**src/rtl/bt_cmd_decoder.sv**
```systemverilog
`default_nettype none
// ============================================================================
// Module   : bt_cmd_decoder
// Purpose  : 8N1 UART receiver that decodes ASCII player commands into track
//            select, VS1003 SCI_VOL volume word, pause state and event pulses.
//            Optional macro BT_ACK_EN adds an 8N1 echo of each recognised
//            command byte on txd; without it txd is held idle high.
// Revision : 1.0 - initial parametrised release
// ============================================================================
module bt_cmd_decoder #(
    parameter int         CLK_HZ      = 100000000,
    parameter int         BAUD        = 9600,
    parameter int         TRACKS      = 4,
    parameter int         TRACK_W     = 2,
    parameter logic [7:0] VOL_DEFAULT = 8'h20,
    parameter logic [7:0] VOL_STEP    = 8'h10,
    parameter logic [7:0] VOL_MAX_ATT = 8'hFE
) (
    input  logic               clk,
    input  logic               init,
    input  logic               rxd,
    output logic [TRACK_W-1:0] track,
    output logic [15:0]        volume,
    output logic               paused,
    output logic               track_change,
    output logic               cmd_valid,
    output logic               frame_err,
    output logic               txd
);

    localparam int c_bit_cnt = CLK_HZ / BAUD;
    localparam int c_cnt_w   = $clog2(c_bit_cnt + 1);

    localparam logic [c_cnt_w-1:0] c_full    = c_cnt_w'(c_bit_cnt);
    localparam logic [c_cnt_w-1:0] c_half    = c_cnt_w'(c_bit_cnt / 2);
    localparam logic [c_cnt_w-1:0] c_one     = c_cnt_w'(1);
    localparam logic [TRACK_W-1:0] c_last    = TRACK_W'(TRACKS - 1);
    localparam logic [TRACK_W-1:0] c_trk_one = TRACK_W'(1);
    localparam logic [7:0]         c_tracks8 = 8'(TRACKS);

    localparam logic [7:0] c_ch_next  = 8'h6E;  // 'n'
    localparam logic [7:0] c_ch_prev  = 8'h70;  // 'p'
    localparam logic [7:0] c_ch_up    = 8'h2B;  // '+' : louder
    localparam logic [7:0] c_ch_down  = 8'h2D;  // '-' : quieter
    localparam logic [7:0] c_ch_pause = 8'h20;  // ' '

    typedef enum logic [1:0] {
        S_IDLE  = 2'd0,
        S_START = 2'd1,
        S_DATA  = 2'd2,
        S_STOP  = 2'd3
    } rx_state_t;

    rx_state_t          r_state, w_state_nxt;
    logic [c_cnt_w-1:0] r_cnt, w_cnt_nxt;
    logic [2:0]         r_bit_idx, w_bit_idx_nxt;
    logic [7:0]         r_shift, w_shift_nxt;
    logic               r_byte_valid, w_byte_valid_nxt;
    logic               r_frame_err, w_frame_err_nxt;

    logic r_rxd_meta, r_rxd_sync, r_rxd_prev;
    logic w_fall, w_expire;

    logic [TRACK_W-1:0] r_track;
    logic [7:0]         r_att;
    logic               r_paused, r_track_change, r_cmd_valid;
    logic [7:0]         w_digit;
    logic               w_is_digit;
    logic [8:0]         w_att_up;

    // Two-flop synchroniser plus a delayed copy for start-edge detection
    always_ff @(posedge clk or posedge init) begin
        if (init) begin
            r_rxd_meta <= 1'b1;
            r_rxd_sync <= 1'b1;
            r_rxd_prev <= 1'b1;
        end else begin
            r_rxd_meta <= rxd;
            r_rxd_sync <= r_rxd_meta;
            r_rxd_prev <= r_rxd_sync;
        end
    end

    assign w_fall   = r_rxd_prev & ~r_rxd_sync;
    assign w_expire = (r_cnt <= c_one);

    // RX state register; a reset mid-frame drops the partial byte
    always_ff @(posedge clk or posedge init) begin
        if (init) begin
            r_state      <= S_IDLE;
            r_cnt        <= '0;
            r_bit_idx    <= '0;
            r_shift      <= '0;
            r_byte_valid <= 1'b0;
            r_frame_err  <= 1'b0;
        end else begin
            r_state      <= w_state_nxt;
            r_cnt        <= w_cnt_nxt;
            r_bit_idx    <= w_bit_idx_nxt;
            r_shift      <= w_shift_nxt;
            r_byte_valid <= w_byte_valid_nxt;
            r_frame_err  <= w_frame_err_nxt;
        end
    end

    // RX next state: half-bit to mid-start, then one bit period per sample
    always_comb begin
        w_state_nxt      = r_state;
        w_cnt_nxt        = (r_cnt != '0) ? (r_cnt - c_one) : r_cnt;
        w_bit_idx_nxt    = r_bit_idx;
        w_shift_nxt      = r_shift;
        w_byte_valid_nxt = 1'b0;
        w_frame_err_nxt  = 1'b0;
        case (r_state)
            S_IDLE: begin
                if (w_fall) begin
                    w_state_nxt = S_START;
                    w_cnt_nxt   = c_half;
                end
            end
            S_START: begin
                if (w_expire) begin
                    if (!r_rxd_sync) begin
                        w_state_nxt   = S_DATA;
                        w_cnt_nxt     = c_full;
                        w_bit_idx_nxt = 3'd0;
                    end else begin
                        w_state_nxt = S_IDLE;   // start bit too short: glitch
                    end
                end
            end
            S_DATA: begin
                if (w_expire) begin
                    w_shift_nxt = {r_rxd_sync, r_shift[7:1]};
                    w_cnt_nxt   = c_full;
                    if (r_bit_idx == 3'd7) begin
                        w_state_nxt = S_STOP;
                    end else begin
                        w_bit_idx_nxt = r_bit_idx + 3'd1;
                    end
                end
            end
            S_STOP: begin
                if (w_expire) begin
                    w_byte_valid_nxt = r_rxd_sync;
                    w_frame_err_nxt  = ~r_rxd_sync;
                    w_state_nxt      = S_IDLE;
                end
            end
            default: w_state_nxt = S_IDLE;
        endcase
    end

    assign w_digit    = r_shift - 8'h30;
    assign w_is_digit = (r_shift >= 8'h30) && (r_shift <= 8'h39) && (w_digit < c_tracks8);
    assign w_att_up   = {1'b0, r_att} + {1'b0, VOL_STEP};

    // Command decode, one clock after the byte is accepted
    always_ff @(posedge clk or posedge init) begin
        if (init) begin
            r_track        <= '0;
            r_att          <= VOL_DEFAULT;
            r_paused       <= 1'b0;
            r_track_change <= 1'b0;
            r_cmd_valid    <= 1'b0;
        end else begin
            r_track_change <= 1'b0;
            r_cmd_valid    <= 1'b0;
            if (r_byte_valid) begin
                if (w_is_digit) begin
                    r_track        <= w_digit[TRACK_W-1:0];
                    r_paused       <= 1'b0;
                    r_track_change <= 1'b1;
                    r_cmd_valid    <= 1'b1;
                end else begin
                    case (r_shift)
                        c_ch_next: begin
                            r_track        <= (r_track == c_last) ? '0 : r_track + c_trk_one;
                            r_paused       <= 1'b0;
                            r_track_change <= 1'b1;
                            r_cmd_valid    <= 1'b1;
                        end
                        c_ch_prev: begin
                            r_track        <= (r_track == '0) ? c_last : r_track - c_trk_one;
                            r_paused       <= 1'b0;
                            r_track_change <= 1'b1;
                            r_cmd_valid    <= 1'b1;
                        end
                        c_ch_up: begin
                            r_att       <= (r_att < VOL_STEP) ? 8'h00 : r_att - VOL_STEP;
                            r_cmd_valid <= 1'b1;
                        end
                        c_ch_down: begin
                            r_att       <= (w_att_up > {1'b0, VOL_MAX_ATT}) ? VOL_MAX_ATT : w_att_up[7:0];
                            r_cmd_valid <= 1'b1;
                        end
                        c_ch_pause: begin
                            r_paused    <= ~r_paused;
                            r_cmd_valid <= 1'b1;
                        end
                        default: ;
                    endcase
                end
            end
        end
    end

    assign track        = r_track;
    assign volume       = {r_att, r_att};
    assign paused       = r_paused;
    assign track_change = r_track_change;
    assign cmd_valid    = r_cmd_valid;
    assign frame_err    = r_frame_err;

`ifdef BT_ACK_EN
    logic               r_tx_busy, r_txd;
    logic [8:0]         r_tx_shift;
    logic [3:0]         r_tx_bits;
    logic [c_cnt_w-1:0] r_tx_cnt;

    // Echo transmitter; commands arriving while busy are not acknowledged.
    // r_shift still holds the decoded byte during the cmd_valid cycle.
    always_ff @(posedge clk or posedge init) begin
        if (init) begin
            r_tx_busy  <= 1'b0;
            r_txd      <= 1'b1;
            r_tx_shift <= '1;
            r_tx_bits  <= '0;
            r_tx_cnt   <= '0;
        end else if (!r_tx_busy) begin
            if (r_cmd_valid) begin
                r_tx_busy  <= 1'b1;
                r_txd      <= 1'b0;
                r_tx_shift <= {1'b1, r_shift};
                r_tx_bits  <= 4'd9;
                r_tx_cnt   <= c_full;
            end
        end else if (r_tx_cnt <= c_one) begin
            if (r_tx_bits == 4'd0) begin
                r_tx_busy <= 1'b0;
            end else begin
                r_txd      <= r_tx_shift[0];
                r_tx_shift <= {1'b1, r_tx_shift[8:1]};
                r_tx_bits  <= r_tx_bits - 4'd1;
                r_tx_cnt   <= c_full;
            end
        end else begin
            r_tx_cnt <= r_tx_cnt - c_one;
        end
    end

    assign txd = r_txd;
`else
    assign txd = 1'b1;
`endif

endmodule
`default_nettype wire

```
**config.mk**
```make
export PLATFORM = sky130hd
export DESIGN_NAME = bt_cmd_decoder
export DESIGN_NICKNAME = d
export VERILOG_FILES = /design/src/rtl/bt_cmd_decoder.sv
export SDC_FILE = /design/constraint.sdc
export NUM_CORES = 1
export LEC_CHECK = 0
export CAP_MARGIN = 20
export CORE_MARGIN = 2
export CORE_UTILIZATION = 25
export CTS_CLUSTER_SIZE = 20
export DETAILED_ROUTE_END_ITERATION = 8
export PLACE_DENSITY = 0.42
export SLEW_MARGIN = 20
export SYNTH_ARGS = -nofsm -noshare
export SYNTH_HDL_FRONTEND = slang
export SYNTH_SLANG_ARGS = --single-unit
```
**constraint.sdc**
```tcl
create_clock -name clk -period 3.5 [get_ports clk]
set_clock_uncertainty 0.2 [all_clocks]
set_input_delay 0.7 -clock clk [delete_from_list [all_inputs] [get_ports clk]]
set_output_delay 0.7 -clock clk [all_outputs]
set_load 0.1 [all_outputs]
```
Word-level counts from Yosys, hierarchy flattened --
Index checks and enable logic that the tools add are counted. W data, S select, Z words.
Word-level totals: logic and storage cells 102, bits in registers 45, output and inout port bits 23, bits of input ports 3
Operators by class: reduce and logical (&&, ||, !) cells 17, $add $sub $neg 7, equal/unequal tests 17, muxes and demuxes 37, order comparisons 6, bitwise logic cells 4
Operator list (count):
- $mux W14 | 5
- $pmux W14 S3 | 1
- $eq A8 B6 Y1 const B | 3
- $mux W2 | 9
- $eq A8 B7 Y1 const B | 2
- $mux W8 | 2
- $pmux W8 S2 | 1
- $le A14 B1 Y1 const B | 1
- $ne A2 B2 Y1 const B | 7
- $reduce_bool A14 Y1 | 1
- $sub A14 B1 Y14 const B | 1
- $mux W3 | 4
- $mux W1 | 11
- $reduce_and A5 Y1 | 2
- $add A8 B5 Y9 const B | 1
- $gt A9 B8 Y1 const B | 1
- $ge A8 B6 Y1 const B | 1
- $le A8 B6 Y1 const B | 1
- $lt A8 B3 Y1 const B | 1
- $lt A8 B5 Y1 const B | 1
- $pmux W2 S4 | 1
- $sub A8 B5 Y8 const B | 1
- $sub A8 B6 Y8 const B | 1
- $eq A2 B2 Y1 const B | 3
- other kinds (18) | 26

Longest topological paths before layout --
Gate-level depths: netlist of run 1.
depth after elaboration 5, mapped depth 7, depth with buffers taken out 7

Worst setup path before layout of run 1 --
Ideal clock, no wire load.
path type register to register, start register r_att[4], end register r_att[4], buffers on the path 0, period minus slack after synthesis 2.550 ns, slack 0.950 ns, data required time 3.178 ns, setup time 0.122 ns, cell stages (with the launch flop) 8, arrival 2.227 ns, path through dfrtp_1 inv_1 ha_1 nor4bb_1 a21oi_1 nor3_1 nand2b_1 a22o_1
Between the ends: cells in the longest elaborated chain, start to end 4, elaborated cells on any way between the ends 7, those cells by class add/sub: 2; order compare: 2; mux: 3
RTL lines:
- from (decl) | line 65 | logic [7:0] r_att;
- from (signal assigned) | line 190 | r_att <= (r_att < VOL_STEP) ? 8'h00 : r_att - VOL_STEP;
- from (signal assigned) | line 194 | r_att <= (w_att_up > {1'b0, VOL_MAX_ATT}) ? VOL_MAX_ATT : w_att_up[7:0];
- $add A8 B5 Y9 | line 156 | assign w_att_up = {1'b0, r_att} + {1'b0, VOL_STEP};
- $gt A9 B8 Y1 | line 194
- $mux W8 | line 194
- $pmux W8 S2 (*) | line 176 | case (r_shift)
Every way passes the cells marked *; elsewhere a longest branch is shown, timed or not. A chain may end at the register's enable or synchronous reset.

Worst setup path after layout of run 1 --
start register r_cnt[2], end register r_cnt[1]
Between the ends: cells in the longest elaborated chain, start to end 5, elaborated cells on any way between the ends 8, those cells by class order compare: 1; mux: 6; reduce/logical: 1
RTL lines:
- from (decl) | line 55 | logic [c_cnt_w-1:0] r_cnt, w_cnt_nxt;
- from (signal assigned) | line 98 | r_cnt <= w_cnt_nxt;
- parallel branches: the longest is 4 deep, another holds $le A14 B1 Y1
- $pmux W14 S3 (*) | line 114 | case (r_state)
- via w_cnt_nxt[1] | line 55
Mark *: on every way through the listed nets, which the timed path passes.

==> results.cfg, run 1 <==
[clocking]
path_clk_slew_ns = 0.08
clock-sinks = 42
post-cts-setup-buffers = 0
hold_buffers = 0
clock_path_buffers = 2
cts_tree = done
ctsRootBufferMaster = clkbuf_8
clock_latency_ns = 0.29
ctsResizeCount = 0
numCtsBuffers = 5
htreeDepth = 2

[power_and_ir_drop]
p_int_uw = 830.3
comb_power_share = 0.237
seqPwrFrac = 0.520
p_sw_frac = 0.3417
vdd_drop_max_v = 0.0002104
clockPowerShare = 0.243
power-per-cell-area_mw_per_mm2 = 456.8
power_switching_uw = 430.9
leakagePower_uw = 0.001191

[logic_synthesis]
synth_cell_type_count = 55
synth.top_cell.area_share = 0.3866
syn_inst = 259
syn_area_sq_mm = 0.002460
synthTopCellsByArea = dfrtp_1 39%, ha_1 5.1%, dfstp_2 4.3%
async_reset_ff_frac = 1.000
synth-simple-area-share = 0.2253
synth-warning-count = 0
synth_compound_area_frac = 0.1373
yosysTopAreaCell = dfrtp_1
synth_edf_count = 0
synth-xor-area-share = 0.02848
ys_ff_latch = 42
synth_flop_cell = dfrtp_1
synth_seq_area_share = 0.4293
synth-adder-area-share = 0.05086
synth_mux_area_frac = 0.05341
synth_top_family_by_area = simple AND/OR/NAND/NOR gates
avgSynthCellArea_sq_um = 9.498

[critical_path]
slowest_stage = or4_2
cp_top_family = simple AND/OR/NAND/NOR gates
r2r_cells = 5
path_max_fanout = 6
critPathCapture = r_cnt[1]$_DFF_PP0_
critical_path_cell_count = 5
start_kind = flop
timing.rr.start = r_cnt[2]$_DFF_PP0_
worstSetupEndpointType = flop
path_buf_inv = 0
worstPathRequired_ns = 3.47
startpoint = r_cnt[2]$_DFF_PP0_
max_stage_delay_ns = 0.71
critPathArrivalTime_ns = 2.55
r2r-end = r_cnt[1]$_DFF_PP0_
reg2reg_slack_ns = 0.92
crit_type = reg -> reg
path_cells = or4_4 > or2_4 > or4_2 > nand2_1 > a211oi_1

[route]
routed-wl-met3_um = 189
drc_errors = 0
top_layer = met4
dr_wl_met2_um = 2376
drt_iter0_markers = 50
vias_per_cell = 4.695
ant_nets = 0
wl_met1_um = 2465
dr_total_vias = 1892
wl_per_cell_um = 12.56
wirelength_um = 5062
first_pass_iters = 4

[layout]
fin_nets = 282
diodes = 0
drive_gt1_frac = 0.1852
fin_util = 0.2865
syn_to_final_growth_pct = 12.26

[global_route]
grt_use_total = 0.1007
grt_max_degree = 20
grt_first_pass_wirelength_um = 8535
grt-ovfl-total = 0
antenna_found_initial = 0
grt_pass1_vias = 1778

[timing]
finalSetupTns_ns = 0
fin_ws_ns = 0.9185
max_freq_mhz = 387.4
rsz0062_at_grt = false
drv_slew = 0
maxSlewHeadroom = 0.5913
hold_violations = 0
report.final.setup_viol = 0
worst_pin_slew_ns = 0.6075
fin_crit_ns = 2.581
finalCritPeriodShare = 0.7376

[hold_path]
min_path_cells = 0
worstHoldPathType = reg -> reg
hp-start = r_rxd_meta$_DFF_PP1_

[die]
dieHeight_um = 103.2
die_area_sq_mm = 0.01065
ioPinCount = 26
die_w_um = 103.2
coreArea_sq_mm = 0.009639
rows = 36
start_util = 0.2552

[placed_design]
pre_cts_ws_ns = 0.9171
hpwl_um = 3705
portBuffers = 22
gp_congestion = 0.8136

[job]
max_cap_viol_count = 0

[status]
outcome = completed
==> stage by stage <==
step                      area (sq um)  hold slack (ns)  power, uW  instances
after global routing              2761           0.1636       1363        403
after floorplan                   2464           0.1452      886.3        260
final                             2761           0.1586       1261        403
after detailed placement          2679           0.1485      964.4        395
after CTS                         2761           0.1612       1282        403
after global placement            2679           0.1465      974.0        395
==> sequential cells by signal (all words and copies together), names as in the netlist <==
signal,flops
r_cnt,14
r_shift,8
r_att,5
r_bit_idx,3
r_state,2
track,2
cmd_valid,1
frame_err,1
paused,1
r_byte_valid,1
r_rxd_meta,1
r_rxd_prev,1
r_rxd_sync,1
track_change,1
==> power groups by stage <==
stage	registers (uW)	logic, uW	clock network [uW]
after detailed placement	662	302	0
final	655	299	307
after global placement	666	308	0
after floorplan	641	246	0
after global routing	667	346	351
after CTS	654	302	325
==> worst min-delay path by stage <==
stage                                       to
final                     r_rxd_sync$_DFF_PP1_
after global routing      r_rxd_sync$_DFF_PP1_
after CTS                 r_rxd_sync$_DFF_PP1_
after detailed placement  r_rxd_sync$_DFF_PP1_
after global placement    r_rxd_sync$_DFF_PP1_
after floorplan           r_rxd_sync$_DFF_PP1_
==> layout make-up <==
class / instances / area (sq um)
fillers: 1060 / 6878
multi-input cells: 185 / 1230
flip-flops and latches: 42 / 1056
repair buffers: 24 / 185.2
well taps: 133 / 166.4
clock buffers: 6 / 72.57
inverters: 11 / 41.29
clock inverters: 2 / 10.01
==> placed cells by master (no fill, tap or decap), types with 2 or more instances in the layout <==
cell / instances
clkdlybuf4s50_1: 2
nand2_1: 18
xor2_1: 3
o21ai_0: 14
and4_1: 3
o22ai_1: 3
or4_2: 3
dfstp_2: 4
nor4_1: 5
ha_1: 10
o21a_1: 2
xnor2_1: 5
dfrtp_1: 38
and4b_1: 2
nor3b_1: 2
nor2_1: 20
nand3_1: 8
mux2i_1: 3
a22oi_1: 3
o211ai_1: 3
a211oi_1: 2
inv_1: 10
or4_4: 2
or3_1: 5
o21bai_1: 2
conb_1: 3
buf_4: 22
nand3b_1: 3
nand4_1: 3
nor3_1: 7
clkbuf_8: 5
a21oi_1: 17
mux2_2: 9
nand2b_1: 5
clkinv_2: 2
==> synthesized netlist by cell type (3+ instances only) <==
master / number
a21oi_1: 17
a22oi_1: 3
and4_1: 3
buf_4: 12
clkbuf_1: 8
dfrtp_1: 38
dfstp_2: 4
ha_1: 10
inv_1: 11
mux2_2: 9
mux2i_1: 3
nand2_1: 18
nand2b_1: 5
nand3_1: 8
nand3b_1: 3
nand4_1: 3
nor2_1: 20
nor3_1: 7
nor4_1: 5
o211ai_1: 3
o21ai_0: 14
o22ai_1: 3
or3_1: 5
or4_2: 3
xnor2_1: 5
xor2_1: 3
==> cells by family after synthesis <==
group	after synthesis
other	2
adder cells (fa/ha/maj)	10
multiplexers	12
AND/OR/NAND/NOR	97
AO/OA/AOI/OAI	55
buffers and inverters	33
XOR/XNOR	8
flip-flops	42
==> worst register-to-register path, stage by stage (launching register included) <==
cell and delay [ns]:
dfrtp_1 0.41, or4_4 0.58, or2_4 0.27, or4_2 0.71
nand2_1 0.23, a211oi_1 0.07
==> layer usage <==
| metal | track usage | vias to the layer above |
|---|---|---|
| met5 | 0 | - |
| met4 | 0.02429 | 0 |
| met2 | 0.1673 | 46 |
| met3 | 0.02419 | 2 |
| li1 | - | 940 |
| met1 | 0.1328 | 904 |
No activity file was read; power rests on OpenSTA's default activity.
==> run 2: changes to the inputs <==
PLACE_DENSITY = 0.43   (was 0.42)
clock period = 2.3 ns   (was 3.5 ns; I/O delays follow)
==> run 2 against run 1 <==
The run now ends with setup timing left. Via count grew 8.5%. Sequential cell count unchanged. Fmax grew 5.1%. Critical endpoint is now r_shift[0]$_DFFE_PP0P_. Largest cell class unchanged. Highest routed layer unchanged.
==> results.cfg, run 2 (synthesis gave the netlist of run 1 again) <==
[critical_path]
worstSetupEndpointType = flop
path_cells = or4_4 > or2_4 > or4_4 > buf_12 > mux2_2
r2r_cells = 5
critPathCapture = r_shift[0]$_DFFE_PP0P_
critical_path_cell_count = 5
max_stage_delay_ns = 0.54
cp_top_family = simple AND/OR/NAND/NOR gates
path_max_fanout = 6
slowest_stage = or4_4
r2r-end = r_shift[0]$_DFFE_PP0P_
worstPathRequired_ns = 2.28
critPathArrivalTime_ns = 2.44
crit_type = reg -> reg
reg2reg_slack_ns = -0.16
start_kind = flop
path_buf_inv = 1
timing.rr.start = r_cnt[5]$_DFF_PP0_
cpMostUsedCell = or4_4
startpoint = r_cnt[5]$_DFF_PP0_

[power_and_ir_drop]
power-per-cell-area_mw_per_mm2 = 686.9
leakagePower_uw = 0.001464
vdd_drop_max_v = 0.0004213
p_total_uw = 2292

[layout]
drive_gt1_frac = 0.3524
reg_top3 = r_cnt: 14 flops, r_shift: 8 flops, r_att: 5 flops
top_register = r_cnt
fin_util = 0.3462
layout_common_cells = 55 x buf_4, 37 x dfrtp_1, 17 x nand2_1, 17 x nor2_1, 16 x a21oi_1
diodes = 0
syn_to_final_growth_pct = 35.66
fin_nets = 327
final_common_cell = buf_4
largest_reg_flops = 14

[timing]
rsz0062_at_grt = true
finalCritPeriodShare = 1.068
report.final.setup_viol = 14
hold_violations = 0
fin_crit_ns = 2.456
fin_ws_ns = -0.1556
max_freq_mhz = 407.2
drv_slew = 0

[route]
dr_total_vias = 2052
ant_nets = 0
vias_per_cell = 4.580
wirelength_um = 5881
wl_per_cell_um = 13.13
drc_errors = 0
drt_iter0_markers = 68
first_pass_iters = 5

[status]
violations = setup timing
outcome = finished, violations left

[clocking]
ctsRootBufferMaster = clkbuf_8
path_clk_slew_ns = 0.08
hold_buffers = 0
clock_path_buffers = 2
clock-sinks = 42
htreeDepth = 2
clock_latency_ns = 0.30
cts_tree = done
numCtsBuffers = 5

[global_route]
grt_max_degree = 43
grt-ovfl-total = 0
antenna_found_initial = 0
grt_use_total = 0.1193
grt_pass1_vias = 2067
grt_first_pass_wirelength_um = 10050

[die]
dieHeight_um = 103.2
die_area_sq_mm = 0.01065
ioPinCount = 26
die_w_um = 103.2
coreArea_sq_mm = 0.009639
rows = 36
start_util = 0.2552

[placed_design]
hpwl_um = 4166
gp_congestion = 0.7897
portBuffers = 22

[hold_path]
worstHoldPathType = reg -> reg

[job]
max_cap_viol_count = 0
==> run 2: cell count changes in the layout (fill, tap and decap cells not counted), moves of 2 or more <==
cell    before  now
buf_4       22   55
nor4_2       0    2
nor3_2       0    2
or4_2        3    1
nor2_2       0    3
nor4_1       5    2
nor2_1      20   17
nor3_1       7    5
buf_12       0   10
or4_4        2    5
==> run 2: stage by stage <==
step | worst slack (ns) | instance area, sq um | hold slack (ns) | TNS, ns | instances
after global routing | -0.2057 | 3337 | 0.1690 | -2.562 | 448
after CTS | -0.1712 | 3232 | 0.1600 | -2.199 | 444
final | -0.1556 | 3337 | 0.1585 | -1.425 | 448
after global placement | -0.1589 | 3107 | 0.1472 | -1.958 | 434
after detailed placement | -0.1897 | 3107 | 0.1478 | -2.586 | 434
after floorplan | -0.1715 | 2494 | 0.1452 | -1.585 | 260
==> run 2: repair_timing <==
action / 4_1_cts / 5_1_grt
endpoints found under the setup margin: 24 / 32
setup buffers: 1 / 4
cloned: 1 / 0
gates resized for setup: 5 / 15
pin swaps: 3 / 9
==> run 2: how the worst min path moves through the flow <==
stage          slack (ns)              endpoint                  from  cells after the start
4_1_cts              0.16  r_rxd_sync$_DFF_PP1_  r_rxd_meta$_DFF_PP1_                      0
3_5_place_dp         0.15  r_rxd_sync$_DFF_PP1_  r_rxd_meta$_DFF_PP1_                      0
6_report             0.16  r_rxd_sync$_DFF_PP1_  r_rxd_meta$_DFF_PP1_                      0
2_1_floorplan        0.15  r_rxd_sync$_DFF_PP1_  r_rxd_meta$_DFF_PP1_                      0
5_1_grt              0.17  r_rxd_sync$_DFF_PP1_  r_rxd_meta$_DFF_PP1_                      0
3_3_place_gp         0.15  r_rxd_sync$_DFF_PP1_  r_rxd_meta$_DFF_PP1_                      0
==> run 2: cell type report <==
| class | count | area (sq um) |
|---|---|---|
| Inverter | 11 | 41.29 |
| Multi-Input combinational cell | 186 | 1333 |
| Sequential cell | 42 | 1061 |
| Tap cell | 133 | 166.4 |
| Clock inverter | 1 | 5.005 |
| Fill cell | 1030 | 6302 |
| Clock buffer | 7 | 86.33 |
| Timing Repair Buffer | 68 | 644.4 |
==> run 2: metal layers <==
| layer | up-vias | global-route usage | part of all wire |
|---|---|---|---|
| met1 | 991 | 0.1582 | 0.47 |
| met4 | 0 | 0.02530 | 0.0032 |
| met2 | 33 | 0.1993 | 0.49 |
| met5 | - | 0 | 0 |
| met3 | 2 | 0.02823 | 0.030 |
| li1 | 1026 | - | - |
==> run 2: where the power goes <==
group	internal [uW]	switching, uW	total (uW)
Sequential	859	89.4	949
Clock	243	270	513
Combinational	411	420	831
==> run 3: changes to the inputs <==
CTS_CLUSTER_SIZE = not set   (was 20)
==> results of run 3 <==
No change in the layout: final DEF, timing and power equal those of run 2.
==> RTL change: new RTL, config.mk and constraints of run 3 <==
`TRACK_W`: 2 -> 4.
--- a/src/rtl/bt_cmd_decoder.sv
+++ b/src/rtl/bt_cmd_decoder.sv
@@ -12,5 +12,5 @@
     parameter int         BAUD        = 9600,
     parameter int         TRACKS      = 4,
-    parameter int         TRACK_W     = 2,
+    parameter int         TRACK_W     = 4,
     parameter logic [7:0] VOL_DEFAULT = 8'h20,
     parameter logic [7:0] VOL_STEP    = 8'h10,
Ports: changed (resized track); port bits go from 26 to 28. No check against the original RTL was run, so the function may have changed too.
==> RTL change against run 3 <==
- power up 1.5%
- hold slack barely moved
- wire length rose by 4.2%
- via count is 8.2% higher
- design area is 2.1% higher
- area after synthesis increased by 12%
- non-clock buffer count decreased by 26
- final cell count is 0.45% higher
- sequential cell count increased by 2
- critical endpoint is now r_shift[3]$_DFFE_PP0P_
- global-route usage shrank 0.90 points
- maximum frequency increased by 12%
- sequential share of layout area is 0.89 points higher
- setup slack gained 0.26 ns
==> RTL change: results (changes against run 3) <==
The run finished with clean final reports. The synthesis warning total is 0 (unchanged). The share of cells above drive strength 1 came out at 0.242 (-0.110). The maximum number of pins on one net before global-route repair is 45 (+4.7%). The number of detailed-routing iterations run before antenna repair is 4 (-1). The largest fanout on the critical path is 8 (+2). The routed length per placed instance came out at 13.6 microns (+3.7%). The wire length of the first global-routing pass came out at 10.3 mm (+2.9%).

The share of synthesized area occupied by flip-flops and latches came out at 0.402 (-0.0273). The starting DRC count in detailed routing came out at 75 (+10%). The maximum resistive drop on vdd came out at 0.493 mV (+17%). The final-stage net count was 321 (-1.8%).

The via count of the first global-routing pass came out at 2152 (+4.1%). The root buffer cell chosen for the clock tree is clkbuf_8. The count of cells resized by post-cts repair is 0 (-5). The async set or reset register ratio after synthesis came out at 1.00 (unchanged). The number of levels the H-tree was split into came out at 2 (unchanged). The leakage power is 1.48 nW (+1.0%). The slew at the pin closest to its max-slew limit is around 0.57 ns. The buffer depth of the longest clock path came out at 2 (unchanged). The count of antenna diodes in the layout was 0 (unchanged).

The number of distinct library cells after synthesis came out at 63 (+15%). In the synthesized netlist, the cells that appear most often are dfrtp_1 (40), nor2_1 (16), inv_1 (15), nand3_1 (15), nand2_1 (13). The HPWL after detailed placement is 4.47 mm (+7.4%). The min-delay analysis places its worst path in the category reg2reg. The fill cell total of the finished layout is 1124 (+9.1%). The clock-pin slew on the worst setup and hold paths came out at 0.10 ns (+0.02 ns). The number of buffers created by CTS is 5 (unchanged). The global routing usage summed across all routing layers came out at 0.110 (-0.00900). The number of antenna violations at the first check in global routing came to 0 (unchanged).

The number of buffers inserted by post-CTS setup repair is 0 (-1). The latest clock arrival within the worst-skew pair came out at just over 0.3 ns. The critical path data arrival time came out at 2.19 ns (-0.25 ns). The number of I/O port buffers is 24 (+9.1%). The largest registers in the layout are r_cnt x14, r_shift x8, r_att x5. The global placement routability congestion came to 0.821 (+4.0%). The post-place instance area is 3300 sq um (+6.2%). The hold-fix buffer count after cts came out at 0 (unchanged).

By area the synthesized netlist is led by dfrtp_1 (36%), ha_1 (4.1%), dfstp_2 (3.8%), buf_4 (3.3%), mux2_2 (3.3%). The via count normalized by instance count came out at 4.94 (+7.8%).
[RTL change: cell types whose count changed after synthesis, sizes merged, moves of 4 or more]
cell / before / now
clkbuf: 8 / 4
nand3: 8 / 16
nand4: 3 / 9
nor2: 20 / 16
a22o: 1 / 5
mux2i: 3 / 8
inv: 11 / 15
a31oi: 1 / 5
buf: 14 / 18
nand2: 18 / 13
a21oi: 17 / 8
[RTL change: worst max-delay path, stage by stage, from the launching register on]
cell and delay [ns]:
dfrtp_1 0.42, or4_1 0.69, nor3_4 0.29, nand3_4 0.16
mux2_2 0.30
[RTL change: layout make-up]
cell class | instances | area [sq um] | share of cell area
timing repair buffer | 42 | 495 | 0.145
sequential | 44 | 1110 | 0.327
multi-input combinational | 201 | 1460 | 0.428
clock buffer | 6 | 72.6 | 0.0213
clock inverter | 2 | 35.0 | 0.0103
inverter | 15 | 56.3 | 0.0165
tap | 140 | 175 | 0.0514
[RTL change: metrics by stage]
stage | total power, W | cells | setup WS [ns]
5_1_grt | 0.00250 | 450 | 0.0175
4_1_cts | 0.00237 | 450 | 0.121
3_3_place_gp | 0.00174 | 442 | 0.166
2_1_floorplan | 0.00152 | 282 | 0.0447
6_report | 0.00233 | 450 | 0.106
3_5_place_dp | 0.00173 | 442 | 0.139
[RTL change: kinds of logic after synthesis]
family	after synthesis	synth area share
and+or+nand+nor	110	0.259
AOI/OAI and AO/OA	58	0.148
DFF	44	0.402
buffers and inverters	37	0.0691
muxes	16	0.0618
adders and majority gates	10	0.0446
xor gates and xnor gates	4	0.0127
other	2	0.00273
[RTL change: routing by layer]
layer | wire, microns | vias to the layer above | track usage
met5 | 0 | - | 0
li1 | - | 1098 | -
met2 | 2870 | 51 | 0.185
met4 | 46 | 0 | 0.0275
met3 | 275 | 9 | 0.0281
met1 | 2930 | 1063 | 0.141
[RTL change: report_power, final]
group	total, W	internal (W)	switching [W]
combinational	0.000663	0.000290	0.000372
sequential	0.00105	0.000894	0.000159
clock	0.000610	0.000323	0.000287
total	0.00233	0.00151	0.000819
[RTL change: final timing paths]
kind / slack (ns) / from / cells past startpoint / endpoint
min in group asynchronous: 0.29 / init / 3 / r_cnt[9]$_DFF_PP0_
worst max-delay path: 0.11 / r_cnt[5]$_DFF_PP0_ / 4 / r_shift[3]$_DFFE_PP0P_
worst min register to register: 0.16 / r_rxd_meta$_DFF_PP1_ / 0 / r_rxd_sync$_DFF_PP1_
max in group asynchronous: 1.33 / init / 3 / r_rxd_prev$_DFF_PP1_
worst min-delay path: 0.16 / r_rxd_meta$_DFF_PP1_ / 0 / r_rxd_sync$_DFF_PP1_
worst max register to register: 0.11 / r_cnt[5]$_DFF_PP0_ / 4 / r_shift[3]$_DFFE_PP0P_
